[src/rtl/tinynpu_pkg.sv]
// Shared types and sizing helpers for the TinyNPU output drain.
package tinynpu_pkg;

  typedef enum logic {
    IDLE  = 1'b0,
    DRAIN = 1'b1
  } drain_state_t;

  function automatic int acc_bits(input int size, input int nbits);
    return 2 * nbits + $clog2(size);
  endfunction

endpackage

[src/rtl/tinynpu_out_drain_if.sv]
// Array-side vector handshake and host-side serial beat handshake of the output drain.
interface tinynpu_out_drain_if
  import tinynpu_pkg::*;
#(
  parameter int SIZE  = 4,
  parameter int NBITS = 8,
  parameter int ABITS = acc_bits(SIZE, NBITS)
);
  localparam int SW = $clog2(ABITS);
  localparam int CW = $clog2(SIZE);

  logic                    acc_val;
  logic                    acc_rdy;
  logic signed [ABITS-1:0] acc_in [SIZE];
  logic [SW-1:0]           shift;
  logic                    relu_en;
  logic                    out_val;
  logic                    out_rdy;
  logic [NBITS-1:0]        out_data;
  logic [CW-1:0]           out_sel;
  logic                    out_last;

  modport master (
    output acc_val, acc_in, shift, relu_en, out_rdy,
    input  acc_rdy, out_val, out_data, out_sel, out_last
  );

  modport slave (
    input  acc_val, acc_in, shift, relu_en, out_rdy,
    output acc_rdy, out_val, out_data, out_sel, out_last
  );

endinterface

[src/rtl/tinynpu_requant.sv]
// Combinational requantizer: arithmetic right shift, optional ReLU, saturate to NBITS signed.
module tinynpu_requant #(
  parameter int ABITS = 18,
  parameter int NBITS = 8
) (
  input  logic signed [ABITS-1:0]         i_acc,
  input  logic [$clog2(ABITS)-1:0]        i_shift,
  input  logic                            i_relu_en,
  output logic [NBITS-1:0]                o_q
);
  localparam logic signed [ABITS-1:0] Q_MAX = ABITS'((2 ** (NBITS - 1)) - 1);
  localparam logic signed [ABITS-1:0] Q_MIN = ABITS'(-(2 ** (NBITS - 1)));

  logic signed [ABITS-1:0] w_shr;
  logic signed [ABITS-1:0] w_relu;

  always_comb begin
    // Oversized shifts collapse to the sign fill (0 or -1).
    if (32'(i_shift) >= ABITS) w_shr = {ABITS{i_acc[ABITS-1]}};
    else                       w_shr = i_acc >>> i_shift;

    w_relu = (i_relu_en && w_shr[ABITS-1]) ? '0 : w_shr;

    if (w_relu > Q_MAX)      o_q = Q_MAX[NBITS-1:0];
    else if (w_relu < Q_MIN) o_q = Q_MIN[NBITS-1:0];
    else                     o_q = w_relu[NBITS-1:0];
  end

endmodule

[src/rtl/tinynpu_out_drain.sv]
// Captures one accumulator row and drains it to the host one requantized column per beat.
// state | meaning
// IDLE  | waiting for an accumulator vector, acc_rdy=1
// DRAIN | presenting column r_col to the host, out_val=1
module tinynpu_out_drain
  import tinynpu_pkg::*;
#(
  parameter int SIZE  = 4,
  parameter int NBITS = 8,
  parameter int ABITS = acc_bits(SIZE, NBITS)
) (
  input  logic                clk,
  input  logic                rst,
  tinynpu_out_drain_if.slave  bus
);
  localparam int CW = $clog2(SIZE);
  localparam int SW = $clog2(ABITS);

  drain_state_t            r_state, w_state_nxt;
  logic [CW-1:0]           r_col, w_col_nxt;
  logic signed [ABITS-1:0] r_acc [SIZE];
  logic [SW-1:0]           r_shift;
  logic                    r_relu;

  logic                    w_last;
  logic                    w_acc_rdy;
  logic                    w_cap;
  logic [NBITS-1:0]        w_q;

  assign w_last = (r_col == CW'(SIZE - 1));
  // Last beat accepted frees the capture regs in the same cycle: no bubble between vectors.
  assign w_acc_rdy = (r_state == IDLE) || (w_last && bus.out_rdy);
  assign w_cap     = bus.acc_val && w_acc_rdy;

  always_comb begin
    w_state_nxt = r_state;
    w_col_nxt   = r_col;
    case (r_state)
      IDLE: begin
        if (w_cap) begin
          w_state_nxt = DRAIN;
          w_col_nxt   = '0;
        end
      end
      DRAIN: begin
        if (bus.out_rdy) begin
          if (w_last) begin
            w_state_nxt = w_cap ? DRAIN : IDLE;
            w_col_nxt   = '0;
          end else begin
            w_col_nxt = r_col + CW'(1);
          end
        end
      end
      default: w_state_nxt = IDLE;
    endcase
  end

  always_ff @(posedge clk or negedge rst) begin
    if (!rst) begin
      r_state <= IDLE;
      r_col   <= '0;
    end else begin
      r_state <= w_state_nxt;
      r_col   <= w_col_nxt;
    end
  end

  always_ff @(posedge clk or negedge rst) begin
    if (!rst) begin
      for (int i = 0; i < SIZE; i++) r_acc[i] <= '0;
      r_shift <= '0;
      r_relu  <= 1'b0;
    end else if (w_cap) begin
      for (int i = 0; i < SIZE; i++) r_acc[i] <= bus.acc_in[i];
      r_shift <= bus.shift;
      r_relu  <= bus.relu_en;
    end
  end

  tinynpu_requant #(
    .ABITS (ABITS),
    .NBITS (NBITS)
  ) u_requant (
    .i_acc     (r_acc[r_col]),
    .i_shift   (r_shift),
    .i_relu_en (r_relu),
    .o_q       (w_q)
  );

  assign bus.acc_rdy  = w_acc_rdy;
  assign bus.out_val  = (r_state == DRAIN);
  assign bus.out_sel  = (r_state == DRAIN) ? r_col : '0;
  assign bus.out_data = (r_state == DRAIN) ? w_q : '0;
  assign bus.out_last = (r_state == DRAIN) && w_last;

endmodule

[src/flat_wrapper.sv]
// flat-port wrapper written by rule: the top's interface ports become plain ports
module tinynpu_out_drain_flat import tinynpu_pkg::*;
#(
  parameter int SIZE  = 4,
  parameter int NBITS = 8,
  parameter int ABITS = acc_bits(SIZE, NBITS)
)
  (clk, rst, bus_acc_val, bus_acc_in, bus_shift, bus_relu_en, bus_out_rdy, bus_acc_rdy, bus_out_val, bus_out_data, bus_out_sel, bus_out_last);
  tinynpu_out_drain_if #(.SIZE(SIZE), .NBITS(NBITS), .ABITS(ABITS)) bus_i ();
  input  logic clk;
  input  logic rst;
  input wire logic [$bits(bus_i.acc_val)-1:0] bus_acc_val;
  input wire logic [$bits(bus_i.acc_in)-1:0] bus_acc_in;
  input wire logic [$bits(bus_i.shift)-1:0] bus_shift;
  input wire logic [$bits(bus_i.relu_en)-1:0] bus_relu_en;
  input wire logic [$bits(bus_i.out_rdy)-1:0] bus_out_rdy;
  output wire logic [$bits(bus_i.acc_rdy)-1:0] bus_acc_rdy;
  output wire logic [$bits(bus_i.out_val)-1:0] bus_out_val;
  output wire logic [$bits(bus_i.out_data)-1:0] bus_out_data;
  output wire logic [$bits(bus_i.out_sel)-1:0] bus_out_sel;
  output wire logic [$bits(bus_i.out_last)-1:0] bus_out_last;
  assign bus_i.acc_val = bus_acc_val;
  assign bus_i.acc_in = {>>{bus_acc_in}};
  assign bus_i.shift = bus_shift;
  assign bus_i.relu_en = bus_relu_en;
  assign bus_i.out_rdy = bus_out_rdy;
  assign bus_acc_rdy = bus_i.acc_rdy;
  assign bus_out_val = bus_i.out_val;
  assign bus_out_data = bus_i.out_data;
  assign bus_out_sel = bus_i.out_sel;
  assign bus_out_last = bus_i.out_last;
  tinynpu_out_drain #(.SIZE(SIZE), .NBITS(NBITS), .ABITS(ABITS)) u_core (.clk(clk), .rst(rst), .bus(bus_i));
endmodule
[config.mk]
export PLATFORM = sky130hd
export DESIGN_NAME = tinynpu_out_drain_flat
export DESIGN_NICKNAME = d
export VERILOG_FILES = /design/src/rtl/tinynpu_pkg.sv /design/src/rtl/tinynpu_out_drain_if.sv /design/src/rtl/tinynpu_requant.sv /design/src/rtl/tinynpu_out_drain.sv /design/src/flat_wrapper.sv
export SDC_FILE = /design/constraint.sdc
export NUM_CORES = 1
export LEC_CHECK = 0
export BUFFER_PORTS_ARGS = -buffer_cell sky130_fd_sc_hd__buf_4
export CAP_MARGIN = 20
export CORE_MARGIN = 2
export CORE_UTILIZATION = 30
export DETAILED_ROUTE_END_ITERATION = 6
export MAX_ROUTING_LAYER = met4
export PLACE_DENSITY = 0.5
export SYNTH_ARGS = -nofsm -noshare
export SYNTH_HDL_FRONTEND = slang
export SYNTH_SLANG_ARGS = --single-unit
[constraint.sdc]
create_clock -name clk -period 4.55 [get_ports clk]
set_input_delay 0.91 -clock clk [delete_from_list [all_inputs] [get_ports clk]]
set_output_delay 0.91 -clock clk [all_outputs]
set_load 0.005 [all_outputs]
After elaboration in Yosys (flattened, before gate mapping)
Index checks and enable logic that the tools add are counted.

Bitwise operators: 2. Magnitude comparators: 4. Reductions and logical operators: 6. Add/subtract/negate cells: 1. Shift operators: 1. Equality and inequality tests: 3. Multiplexer cells: 17.

Operator list (count): $mux W18 (4); $bmux W18 S2 (1); $mux W8 (3); $gt A18 B8 Y1 const B (1); $lt A18 B8 Y1 const B (1); $sshr A18 B5 Y18 (1); $mux W2 (4); $ge A5 B5 Y1 const B (1); $logic_and A1 B1 Y1 (4); $pmux W2 S2 (1); $ge A3 B3 Y1 const B (1); $mux W1 (3); $not A2 Y3 (1); $add A2 B1 Y2 const B (1); $eq A2 B2 Y1 const B (1); $ne A2 B1 Y1 const B (1); $ne A2 B2 Y1 const B (1); $pmux W1 S2 (1); $reduce_and A2 Y1 (1); $logic_or A1 B1 Y1 (1); $not A1 Y1 (1).

Bits of input ports: 82. Output and inout port bits: 13. Word-level logic and storage cells: 42. Register bits after elaboration: 81.

Depth between registers and ports, before layout
Word-level depth: 12. Depth in mapped cells: 13. Depth with buffers taken out: 8.

Modules after synthesis
A second synthesis with hierarchy kept.

Cell total of the unflattened synthesis: 536. Area, all modules: 5441.5 µm².

By module, submodules not included: tinynpu_out_drain (seq. area each 2026.9 µm², cells an instance 397, instances 1, area each 4231.6 µm²); tinynpu_requant (seq. area each 0.0 µm², cells an instance 139, instances 1, area each 1209.9 µm²).

Worst setup path after synthesis
Ideal clock, no wire load.

Path kind: register -> output. From: register u_core.r_col[1]. To: output port bus_out_data[0]. Path buffers: 2. Arrival: 2.558 ns. Path slack: 1.082 ns. Required time: 3.640 ns. Stages on the path, launching flop included: 11. Cell sequence: dfrtp_1 buf_6 buf_12 mux4_2 mux2i_1 or3b_1 a221oi_2 o2111ai_2 a2111oi_4 a31oi_2 o21ai_1.

Word-level cells in the longest chain between the ends: 12. Elaborated cells between the ends (all ways): 13. Classes of those cells: order compare: 2; shift: 1; mux: 8; bitwise: 1; reduce/logical: 1.

RTL lines: from (decl) (line tinynpu_out_drain.sv:20) `logic [CW-1:0] r_col, w_col_nxt;`; from (signal assigned) (line tinynpu_out_drain.sv:65) `r_col <= w_col_nxt;`; $not A2 Y3 (implied by the code) * (line tinynpu_out_drain.sv:85) `.i_acc (r_acc[r_col]),`; $bmux W18 S2 * (line tinynpu_out_drain.sv:85); $mux W18 (implied by the code) * (2 in a row) (line tinynpu_out_drain.sv:85); $sshr A18 B5 Y18 (line tinynpu_requant.sv:20) `else w_shr = i_acc >>> i_shift;`; $mux W18 * (line tinynpu_requant.sv:19) `if (32'(i_shift) >= ABITS) w_shr = {ABITS{i_acc[ABITS-1]}};`; $logic_and A1 B1 Y1 (line tinynpu_requant.sv:22) `w_relu = (i_relu_en && w_shr[ABITS-1]) ? '0 : w_shr;`; $mux W18 * (line tinynpu_requant.sv:22); $lt A18 B8 Y1 (line tinynpu_requant.sv:25) `else if (w_relu < Q_MIN) o_q = Q_MIN[NBITS-1:0];`; $mux W8 (line tinynpu_requant.sv:25); $mux W8 * (line tinynpu_requant.sv:24) `if (w_relu > Q_MAX) o_q = Q_MAX[NBITS-1:0];`; $mux W8 * (line tinynpu_out_drain.sv:94) `assign bus.out_data = (r_state == DRAIN) ? w_q : '0;`; to (decl) (line flat_wrapper.sv:19) `output wire logic [$bits(bus_i.out_data)-1:0] bus_out_data;`.

Every way passes the cells marked *; elsewhere a longest branch is shown, timed or not. The select of a mux whose other input is x is not followed.

Final worst setup path
From: register u_core.r_col[1]. To: output port bus_out_data[3].

The elaborated chain is that of the path after synthesis.

==> run_results.csv <==
group,metric,value,unit
critical_path,critPathArrivalTime,3.40,ns
synthesis,yosys_warnings,0,
cts,numCtsBuffers,9,
timing,hold_violations,0,
critical_path,critical_path_depth,10,
global_route,grt_max_degree,82,
synthesis,synthDistinctLibCells,50,
cts,cts_sinks,81,
critical_path,crit_start,"u_core.r_col[1]$_DFFE_PN0P_",
critical_path,critPathCaptureType,"output port",
hold_path,hp-class,"primary input to asynchronous set/reset pin",
die,core_area,16600,um^2
cts,clkTransAtPathRegs,0.06,ns
critical_path,crit_path_start_kind,"flop",
run_status,status,"finished clean",
die,die-area,18000,um^2
routing,wl_per_cell,17.7,um
place,portBuffers,94,
timing,period_share,94.7,%
critical_path,crit_family,"multiplexers",
critical_path,crit_path_top_delay_cell,"dfrtp_4",
global_route,grt_pass1_wl,20.4,mm
pwr,leakage,2.67,nW
cts,postCtsHoldBufs,0,
place,dp_hpwl,9.41,mm
critical_path,worstPathRequired,3.64,ns
cts,ctsHtreeMaxLevel,3,
die,start_util,30.6,%
layout,fin_nets,573,
critical_path,crit_fanout,18,
global_route,grt_pass1_vias,3836,
synthesis,async_reset_ff_share,100,%
global_route,grt_antenna_before_repair,0,
synthesis,synth_top_flop_cell,"dfrtp_1",
synthesis,synth_cells,407,
timing,skew,0.00817,ns
routing,viasPerCell,5.10,
pwr,powerDensity,844,nW/um^2
die,io_pins,95,
layout,drive_gt1_share,50.9,%
timing,fin_crit,4.31,ns
synthesis,ys_ff_latch,81,
critical_path,path_buf_inv,2,
cts,clockBufferDepth,2,
timing,setup_viol,0,
critical_path,r2r_start,"u_core.r_col[0]$_DFFE_PN0P_",
timing,grt_setup_unrepaired,"no",
layout,areaGrowthSynthToFinish,24.3,%
routing,ant_nets,0,
timing,slew_viol_final,0,
synthesis,yosysSeqAreaShare,39.9,%
timing,worstMarginPinSlew,1.01,ns
layout,n_antenna_cell,0,
synthesis,synthesis.nets,490,
place,gp_congestion,0.845,
timing,fmax,232,MHz
job,drv_cap,0,
critical_path,crit_type,"flop to output port",
layout,ff_latch_area,2040,um^2
synthesis,netlist_area,5080,um^2
die,core.rowCount,47,
routing,drc,0,
global_route,grt_util_all_layers,15.3,%
global_route,overflow,0,
die,die_x,134,um
synthesis,synth_edf_count,0,
pwr,ir_drop,0.400,mV
critical_path,reg2reg_depth,6,
critical_path,crit_chain,"buf_4, mux2i_1, mux4_2, mux2_2, mux2i_1, o221ai_2, a2111oi_4, a31oi_2, o21ai_1, buf_4",
timing,maxSlewHeadroom,32.6,%
timing,fin_setup_tns,0,ns
synthesis,syn_area_per_cell,12.5,um^2
layout,multi_input_area,2880,um^2
layout,nFillCells,1652,
critical_path,worst_path_largest_cell_delay,0.57,ns
cts,cts_tree,"built",
die,fp.dieH,134,um
routing,drt_pass1_iterations,4,
cts,root_buffer,"clkbuf_16",
critical_path,r2r-end,"u_core.r_acc[57]$_DFFE_PN0P_",
pwr,report.power.total,5.32,mW
critical_path,ff2ff_setup_slack,1.83,ns
routing,initialDrtViolationCount,176,
routing,vias,3645,
routing,wl,12.7,mm
cts,insertion_delay,0.35,ns
Yosys cell counts, types with 3 or more instances:
| master | instances | area share (%) |
|---|---|---|
| mux2_2 | 96 | 21 |
| o21ai_0 | 11 | 1.1 |
| and2_1 | 4 | 0.49 |
| buf_2 | 9 | 0.89 |
| nand2b_1 | 10 | 1.2 |
| a31oi_1 | 4 | 0.49 |
| o21ai_1 | 7 | 0.69 |
| mux4_1 | 6 | 3.1 |
| clkbuf_1 | 6 | 0.44 |
| mux4_2 | 21 | 9.3 |
| nand2_1 | 25 | 1.8 |
| nand3_1 | 6 | 0.59 |
| nor3_1 | 3 | 0.30 |
| a21oi_1 | 13 | 1.3 |
| a211oi_1 | 3 | 0.44 |
| mux2i_1 | 28 | 5.5 |
| nor2_1 | 18 | 1.3 |
| buf_6 | 3 | 0.67 |
| nor2b_1 | 4 | 0.49 |
| buf_1 | 11 | 0.81 |
| dfrtp_1 | 81 | 40 |
layer usage:
metal	share of wire [%]	global-route usage (%)	up-vias
met5	0	-	-
met4	1.6	4.85	0
met3	3.2	3.55	12
met2	49	23.6	82
met1	46	20.0	1836
li1	-	-	1715
cells by family after synthesis:
family	count (synthesis)	share of synthesized area (%)
AOI/OAI and AO/OA	57	8.31
DFF	81	39.9
buffers and inverters	33	3.57
adders and majority gates	1	0.246
muxes	154	40.0
and+or+nand+nor	81	7.96
worst register-to-register path: stages, from the launching register on:
cell	delay [ns]
dfrtp_4	0.65
buf_4	0.25
ha_1	0.24
nand2_1	0.07
nand2_1	0.13
nand2_4	0.79
mux2_2	0.47
power by group:
part	leakage [nW]	switching (mW)	internal, mW
Combinational	1.57	1.38	1.65
Clock	0.141	0.294	0.455
Sequential	0.965	0.459	1.09
Total	2.67	2.13	3.19
per-stage QoR:
| stage | utilization (%) | cell area (um^2) | setup WS (ns) | cells | hold slack, ns |
|---|---|---|---|---|---|
| after floorplan | - | 5080 | 1.08 | 407 | 0.474 |
| after global placement | 35.9 | 5950 | 0.546 | 697 | 0.484 |
| after detailed placement | 35.9 | 5950 | 0.404 | 697 | 0.488 |
| after CTS | 37.7 | 6260 | 0.00986 | 713 | 0.503 |
| after global routing | 38.0 | 6310 | 0.0478 | 715 | 0.491 |
| final | 38.0 | 6310 | 0.240 | 715 | 0.480 |
flip-flops by register name (all words and copies together) (netlist names):
register and flops:
u_core.bus.out_val 1, u_core.r_relu 1, u_core.r_shift 5, u_core.r_acc 72, u_core.r_col 2
worst max path at each step:
stage               slack [ns]               to
floorplan                 1.08  bus_out_data[0]
global placement          0.55  bus_out_data[2]
detailed placement        0.40  bus_out_data[1]
CTS                       0.01  bus_out_data[1]
global route              0.05  bus_out_data[3]
finish                    0.24  bus_out_data[3]
what timing repair did:
item / CTS / global route
buffers inserted: 0 / 1
setup endpoints to repair: 0 / 7
gates resized for setup: 0 / 4
final cells by class:
cell class,instances,share of cell area (%)
Sequential cell,81,32.3
Multi-Input combinational cell,293,45.6
Clock buffer,12,4.07
Tap cell,220,4.36
Inverter,1,0.0595
Timing Repair Buffer,104,12.8
Clock inverter,4,0.833
placed cells by master, fill, tap and decap left out, types with 2 or more instances in the layout:
cell type and n:
and2_1 4, o21ai_1 7, nor3_1 3, or2_2 2, nand2_1 24, a32o_1 2, a31oi_1 4, nand3b_1 2
o21ai_0 11, dfrtp_1 78, mux2_2 96, a21oi_1 13, clkbuf_8 2, nand3_1 6, a31oi_2 2, a22oi_1 2
nor2_1 18, a211oi_1 3, mux2_1 2, nor2b_1 4, clkinvlp_4 3, mux4_1 6, clkbuf_16 9, mux4_2 21
mux2i_1 27, dfrtp_4 2, buf_4 102, a221oi_2 2, or3b_1 2, nand2b_1 10
Power figures use the tool's default switching activity.
